[src/rtl/chunked_addsub.sv]
// Multi-cycle adder/subtractor: adds CHUNK bits per clock, LS chunk first,
// with a registered ripple carry and valid/ready handshakes on both sides.
`timescale 1ns/1ps
module chunked_addsub #(
   parameter int WIDTH = 8,
   parameter int CHUNK = 4
) (
   input  logic             clk,
   input  logic             rst,
   input  logic             in_valid,
   output logic             in_ready,
   input  logic [WIDTH-1:0] x,
   input  logic [WIDTH-1:0] y,
   input  logic             cin,
   input  logic             sub,
   output logic             out_valid,
   input  logic             out_ready,
   output logic [WIDTH-1:0] sum,
   output logic             cout,
   output logic             ovf,
   output logic             zero
);

   localparam int NCHUNK = WIDTH / CHUNK;
   localparam int IDXW   = (NCHUNK > 1) ? $clog2(NCHUNK) : 1;
   localparam logic [IDXW-1:0] LAST_IDX = IDXW'(NCHUNK - 1);

   generate
      if (CHUNK < 1 || CHUNK > WIDTH || (WIDTH % CHUNK) != 0) begin : g_bad_params
         $error("chunked_addsub: WIDTH must be a multiple of CHUNK and 1 <= CHUNK <= WIDTH");
      end
   endgenerate

   typedef enum logic [1:0] {IDLE, RUN, DONE} state_t;

   state_t           state_q;
   logic [IDXW-1:0]  idx_q;
   logic             carry_q;
   logic [WIDTH-1:0] x_q;
   logic [WIDTH-1:0] yeff_q;
   logic [WIDTH-1:0] part_q;
   logic [WIDTH-1:0] sum_q;
   logic             cout_q;
   logic             ovf_q;
   logic             zero_q;

   logic [CHUNK-1:0] x_chunk;
   logic [CHUNK-1:0] y_chunk;
   logic [CHUNK:0]   chunk_d;
   logic [WIDTH-1:0] part_d;
   logic             carry_d;
   logic             ovf_d;

   // One chunk of the ripple add; part_d already holds the merged result
   // so the final chunk can load sum/flags directly on the RUN->DONE edge.
   always_comb begin
      x_chunk = x_q[int'(idx_q)*CHUNK +: CHUNK];
      y_chunk = yeff_q[int'(idx_q)*CHUNK +: CHUNK];
      chunk_d = {1'b0, x_chunk} + {1'b0, y_chunk} + (CHUNK+1)'(carry_q);
      part_d  = part_q;
      part_d[int'(idx_q)*CHUNK +: CHUNK] = chunk_d[CHUNK-1:0];
      carry_d = chunk_d[CHUNK];
      ovf_d   = (x_q[WIDTH-1] == yeff_q[WIDTH-1]) && (part_d[WIDTH-1] != x_q[WIDTH-1]);
   end

   always_ff @(posedge clk) begin
      if (rst) begin
         state_q <= IDLE;
         idx_q   <= '0;
         carry_q <= 1'b0;
         part_q  <= '0;
         sum_q   <= '0;
         cout_q  <= 1'b0;
         ovf_q   <= 1'b0;
         zero_q  <= 1'b0;
      end else begin
         case (state_q)
            IDLE: begin
               if (in_valid) begin
                  x_q     <= x;
                  yeff_q  <= sub ? ~y : y;
                  carry_q <= cin;
                  idx_q   <= '0;
                  state_q <= RUN;
               end
            end
            RUN: begin
               part_q  <= part_d;
               carry_q <= carry_d;
               idx_q   <= idx_q + IDXW'(1);
               if (idx_q == LAST_IDX) begin
                  sum_q   <= part_d;
                  cout_q  <= carry_d;
                  ovf_q   <= ovf_d;
                  zero_q  <= (part_d == '0);
                  state_q <= DONE;
               end
            end
            DONE: begin
               if (out_ready) state_q <= IDLE;
            end
            default: state_q <= IDLE;
         endcase
      end
   end

   assign in_ready  = (state_q == IDLE);
   assign out_valid = (state_q == DONE);
   assign sum       = sum_q;
   assign cout      = cout_q;
   assign ovf       = ovf_q;
   assign zero      = zero_q;

endmodule
[config.mk]
export PLATFORM = sky130hd
export DESIGN_NAME = chunked_addsub
export DESIGN_NICKNAME = d
export VERILOG_FILES = /design/src/rtl/chunked_addsub.sv
export SDC_FILE = /design/constraint.sdc
export NUM_CORES = 1
export LEC_CHECK = 0
export BUFFER_PORTS_ARGS = -buffer_cell sky130_fd_sc_hd__buf_2
export CORE_ASPECT_RATIO = 0.75
export CORE_MARGIN = 2
export CORE_UTILIZATION = 52
export CTS_CLUSTER_SIZE = 24
export DETAILED_ROUTE_END_ITERATION = 10
export PLACE_DENSITY_LB_ADDON = 0.3
export SLEW_MARGIN = 20
export SYNTH_ARGS = -nofsm -noshare
export SYNTH_HDL_FRONTEND = slang
export SYNTH_SLANG_ARGS = --single-unit
[constraint.sdc]
create_clock -name clk -period 3.5 [get_ports clk]
set_input_delay 0.35 -clock clk [delete_from_list [all_inputs] [get_ports clk]]
set_output_delay 0.35 -clock clk [all_outputs]
set_load 0.01 [all_outputs]
* Yosys cells after proc, flatten, opt, wreduce, memory -nomap -nowiden
Cells that the tools add are included.
** Operators by class
- Add/sub/neg operators :: 4
- Eq/ne operators :: 7
- Shift operators :: 4
- Muxes and demuxes :: 10
- Bitwise gates (word level) :: 2
- Reduce and logical (&&, ||, !) cells :: 8
** Operators with widths (count)
- 3-bit negation with 33-bit output :: 1
- 4-bit by 33-bit variable shift with 8-bit output, first input constant :: 1
- 4-bit by 33-bit variable part select with 8-bit output :: 1
- 8-bit by 4-bit variable part select with 4-bit output :: 2
- 8-bit bitwise mux :: 1
- 8-bit logical NOT :: 1
- 8-bit 2-to-1 mux :: 1
- 8-bit inverter :: 1
- 2-bit 2-to-1 mux :: 3
- 2-bit case mux with 3 select lines :: 1
- 3-bit AND reduction :: 2
- 4-bit by 4-bit adder with 5-bit output :: 1
- 5-bit by 1-bit adder with 5-bit output :: 1
- 2-bit inequality test, second input constant :: 2
- 1-bit case mux with 2 select lines :: 2
- 2-bit AND reduction :: 2
- 2-bit by 1-bit == test with 1-bit output, second input constant :: 1
- 2-bit == test, second input constant :: 1
- 2-bit logical NOT :: 1
- 1-bit 2-to-1 mux :: 2
- 2-bit by 1-bit inequality test with 1-bit output, second input constant :: 1
- 2-bit nonzero test :: 1
- 1-bit adder, second input constant :: 1
- 1-bit == test :: 1
- 3 further kinds :: 3
** Word-level totals
- Register bits :: 39
- Bits of input ports :: 22
- Word-level logic and storage cells :: 45

* Logic depth before layout (Yosys ltp)
- Word-level depth :: 7
- Mapped depth :: 9
- Mapped depth without buffers :: 8

* Worst setup path before layout
No wires, ideal clock.
- Path type :: flip-flop to flip-flop
- Start :: reg idx_q
- End :: reg zero_q, in the netlist zero
- Data arrival time :: 2370 ps
- Data required time :: 3433 ps
- Slack :: 1063 ps
- Stages on the path, launching flop included :: 8
- Buffers on the path :: 1
- Period minus slack after synthesis :: 2437 ps
- Path through :: dfxtp_1 clkbuf_1 mux2_2 ha_1 and3b_1 or3_4 a211o_1 a21oi_2
** On the way
- Longest elaborated chain between the ends :: 6
- Elaborated cells on any way between the ends :: 10
** RTL lines
- start: declaration :: line 37 : logic [IDXW-1:0] idx_q;
- start signal: assignment :: line 90 : idx_q <= idx_q + IDXW'(1);
- 8-bit by 4-bit variable part select with 4-bit output, on equally long branches :: line 57, 58
- 4-bit by 4-bit adder with 5-bit output :: line 59 : chunk_d = {1'b0, x_chunk} + {1'b0, y_chunk} + (CHUNK+1)'(carry_q);
- 5-bit by 1-bit adder with 5-bit output :: line 59
- 4-bit by 33-bit variable part select with 8-bit output :: line 61 : part_d[int'(idx_q)*CHUNK +: CHUNK] = chunk_d[CHUNK-1:0];
- 8-bit bitwise mux :: line 61
- 8-bit logical NOT :: line 95 : zero_q <= (part_d == '0);
- end signal: assignment :: line 95
- end: declaration :: line 45 : logic zero_q;
Several ways; a longest one is shown, not always the timed one.
A chain may end at the register's enable or synchronous reset.

* Worst setup path after layout
- Start :: reg idx_q
- End :: reg ovf_q, in the netlist ovf
** On the way
- Longest elaborated chain between the ends :: 7
- Elaborated cells on any way between the ends :: 11
** RTL lines
- 8-bit by 4-bit variable part select with 4-bit output, on equally long branches :: line 57, 58
- 4-bit by 4-bit adder with 5-bit output :: line 59
- 5-bit by 1-bit adder with 5-bit output :: line 59
- 4-bit by 33-bit variable part select with 8-bit output :: line 61
- 8-bit bitwise mux :: line 61
- 1-bit inequality test :: line 63 : ovf_d = (x_q[WIDTH-1] == yeff_q[WIDTH-1]) && (part_d[WIDTH-1] != x_q[WIDTH-1]);
- 1-bit logical AND :: line 63
- end signal: assignment :: line 94 : ovf_q <= ovf_d;
- end: declaration :: line 44 : logic ovf_q;
Several ways; a longest one is shown, not always the timed one.

==> impl_summary.md <==
Place
The half-perimeter wire length after detailed placement is 2100 um. The weighted congestion reported at the end of routability-driven placement is 0.842. The number of I/O port buffers is 34.

Timing
The worst pin sits at a relative slew slack of 48.3%. The highest attainable clock frequency is 396 MHz. The worst path uses 72.2% of the clock period.

The setup-violating endpoint count in the final report is 0. Subtracting the final worst setup slack from the clock period gives 2.53 ns. Setup repair after global routing left no endpoint under its margin. The max-slew violation count is 0. Clock skew on the completed layout was measured at 0.00685 ns.

The total count of hold-check failures in the final report is 0. In the final timing run, aggregate negative setup slack is 0 ns. For the pin with the worst max-slew slack, the measured transition is 0.775 ns.

Floorplan
The region available for standard cell placement spans 2870 um2. Row generation in the floorplan step produced 17 rows. The floorplan step defined a die boundary enclosing 3410 um2. Measured along the x axis, the die boundary spans 66.8 um.

The die is 51.1 um tall. Once the floorplan was initialized, standard cells occupied 53.6% of the core. Pin placement for this block handled 35 I/O pins.

GRT
The via count of the first global-routing pass is 1,067. The maximum number of pins on one net before global-route repair is 22. The first global-routing pass estimated 4720 um of wire. The initial antenna violation count was 0. The global-route congestion overflow total is 0. The total track usage is 19.4%.

Routing
In the final routed layout, each cell accounts on average for 13.3 um. The iteration count of the initial detailed-routing pass is 4. For this block, the routed nets add up to 2800 um of wire. The violation count after the first detailed-routing iteration is 74. After detailed routing, the number of vias per cell comes to 5.34.

Across all layers, the routed design uses 1,127 vias. The number of remaining DRC errors is 0. In this run the remaining antenna-violating nets after routing total 0.

Pwr
The worst-case IR drop observed on VDD is 288 uV. Of the total power, the share spent switching nets is 24.5%. Per report_power, the clock group accounts for 34.5% of the total. Cell internal power was estimated by the tool at 0.692 mW.

The relative contribution of combinational cells to total power is 14.6%. The sequential share of power is 50.9%. Dividing total power by cell area gives a power density of 501 nW/um2. The total leakage power is 0.738 nW. For this design the total switching power over the nets is 0.225 mW.

Final layout
Cells fill 63.7% of the core in the end. Leaving out fill and tap cells, the most frequent cell in the layout is sky130_fd_sc_hd__buf_2. At the end of the flow, the number of nets in the layout was 199. Leaving out fill and tap cells, the most frequent cells in the layout are 34 x sky130_fd_sc_hd__buf_2, 19 x sky130_fd_sc_hd__dfxtp_1, 18 x sky130_fd_sc_hd__nand2_1. Cells with a size suffix above 1 make up 31.2% of the layout. The area added between synthesis and finish is 19.0%.

The number of antenna cells inserted is 0.

Clock tree
The CTS sink count is 35. The clock transition time at the flip-flop clock pins of the worst setup and hold paths is 0.07 ns. The insertion delay of the later-clocked pin in the worst-skew pair is 0.29 ns. The number of cells upsized or downsized after cts is 0. In this run the number of H-tree levels came out at 2. The number of buffers on the longest clock path is 2. The tree is rooted in a sky130_fd_sc_hd__clkbuf_8.

The clock buffer count from CTS is 5. The hold-fix buffer count after cts is 0. The post-CTS setup buffer count is 0. TritonCTS built the clock tree.

Synth
The most common flop cell mapped by yosys is sky130_fd_sc_hd__dfxtp_1. In the synthesized netlist the async set-or-reset flop fraction comes to 0%. The portion of the post-synthesis area used by sequential elements is 56.0%. The mean cell area of the mapped netlist is 11.1 um2. When the netlist entered floorplanning its net count stood at 165. The count of warnings emitted by yosys is 0. Yosys mapped a number of flops with a built-in enable equal to 16. The gate count of the mapped netlist is 138. Synthesis inferred 35 register bits. The synthesized area is 1540 um2. Counting distinct cell types in the post-synthesis netlist gives 34.

Hold path
The end point of the most critical hold path is x_q[5]. The worst hold path belongs to the class input pin to flip-flop. Along the worst hold path, the cell count comes to 1. The hold path startpoint is x[5].

Critical path
In this run the worst path has a maximum fanout of 13. The worst reg2reg path startpoint is idx_q. In this run the critical register-to-register path is captured at ovf.

The setup slack on the worst flop-to-flop path is 0.97 ns. STA puts the critical path data required time at 3.70 ns. The critical setup path kind is flip-flop to flip-flop. Data arrives at the worst endpoint at 2.73 ns. For the worst flop-to-flop path, the logic depth is 6. The critical path endpoint category is a flip-flop. The worst setup path is launched from a flip-flop.

Outcome
The flow ran to the end, and the final reports show no timing, DRC or antenna violations.

Job
The number of max-cap violations is 0.
area by class of cell:
class / instances / area [um2]
Sequential cell: 35 / 861
Clock buffer: 8 / 100
Tap cell: 38 / 47.5
Fill cell: 242 / 1040
Inverter: 2 / 7.51
Multi-Input combinational cell: 94 / 643
Timing Repair Buffer: 34 / 170
power groups by stage:
stage | Clock (mW) | Sequential (mW) | Combinational, mW
after detailed placement | 0 | 0.476 | 0.133
after global routing | 0.340 | 0.470 | 0.149
after floorplan | 0 | 0.471 | 0.0955
after global placement | 0 | 0.475 | 0.125
after CTS | 0.327 | 0.467 | 0.133
final | 0.317 | 0.467 | 0.134
registers in the layout (all words and copies together), names as in the netlist, 2 cells and up:
name / flops
sum: 8
x_q: 8
yeff_q: 8
part_q: 4
state_q: 2
metrics by stage:
step                total power [mW]  instances  setup WS (ns)  area [um2]  hold WS, ns
global route                   0.959        211          0.694        1830        0.224
global placement               0.599        203           1.09        1730        0.439
floorplan                      0.566        138           1.06        1540        0.445
detailed placement             0.609        203          0.991        1730        0.446
CTS                            0.927        211          0.990        1830        0.224
finish                         0.917        211          0.974        1830        0.233
Yosys cell counts (2+ instances only):
cell | instances | area share [%]
sky130_fd_sc_hd__ha_1 | 3 | 2.4
sky130_fd_sc_hd__nor2b_1 | 2 | 0.81
sky130_fd_sc_hd__edfxtp_1 | 16 | 31
sky130_fd_sc_hd__nor2_1 | 10 | 2.4
sky130_fd_sc_hd__nand2b_1 | 2 | 0.81
sky130_fd_sc_hd__nand4b_1 | 2 | 1.1
sky130_fd_sc_hd__dfxtp_1 | 19 | 25
sky130_fd_sc_hd__nand2_1 | 18 | 4.4
sky130_fd_sc_hd__a211oi_1 | 3 | 1.5
sky130_fd_sc_hd__inv_1 | 2 | 0.49
sky130_fd_sc_hd__a21oi_1 | 16 | 5.2
sky130_fd_sc_hd__clkbuf_1 | 4 | 0.98
sky130_fd_sc_hd__fa_1 | 2 | 2.6
sky130_fd_sc_hd__xor2_1 | 8 | 4.6
sky130_fd_sc_hd__a21o_2 | 2 | 1.1
sky130_fd_sc_hd__nand3_1 | 2 | 0.65
sky130_fd_sc_hd__o21a_1 | 2 | 0.98
sky130_fd_sc_hd__o21ai_0 | 3 | 0.98
sky130_fd_sc_hd__mux2_2 | 6 | 4.4
sky130_fd_sc_hd__mux2i_1 | 2 | 1.3
worst max-delay path by stage:
stage | from | end | slack (ns) | depth (start not counted)
2_1_floorplan | idx_q | zero | 1.06 | 7
3_3_place_gp | idx_q | ovf | 1.09 | 6
3_5_place_dp | idx_q | ovf | 0.99 | 6
4_1_cts | idx_q | ovf | 0.99 | 6
5_1_grt | idx_q | ovf | 0.69 | 6
6_report | idx_q | ovf | 0.97 | 6
critical path: stages, from the launching register on:
cell and delay (ns):
sky130_fd_sc_hd__dfxtp_1 0.61, sky130_fd_sc_hd__mux2_2 0.39, sky130_fd_sc_hd__ha_1 0.36, sky130_fd_sc_hd__and3b_1 0.22
sky130_fd_sc_hd__o21ai_0 0.43, sky130_fd_sc_hd__nand3_1 0.16, sky130_fd_sc_hd__a311oi_2 0.28
layer usage:
| layer | share of wire (%) | GRT usage (%) | vias up |
|---|---|---|---|
| met5 | 0 | 0 | - |
| met4 | 1.1 | 10.2 | 0 |
| met3 | 5.5 | 5.95 | 6 |
| met2 | 49 | 31.5 | 31 |
| met1 | 44 | 23.1 | 536 |
| li1 | - | - | 554 |
logic make-up after synthesis:
group / after synthesis / share of synthesized area, %
buf+inv: 9 / 2.36
fa+ha+maj: 5 / 5.05
mux: 8 / 5.70
xor+xnor: 9 / 5.13
simple gates: 42 / 13.4
compound gates: 30 / 12.4
flops: 35 / 56.0
(Power assumes the default switching activity.)
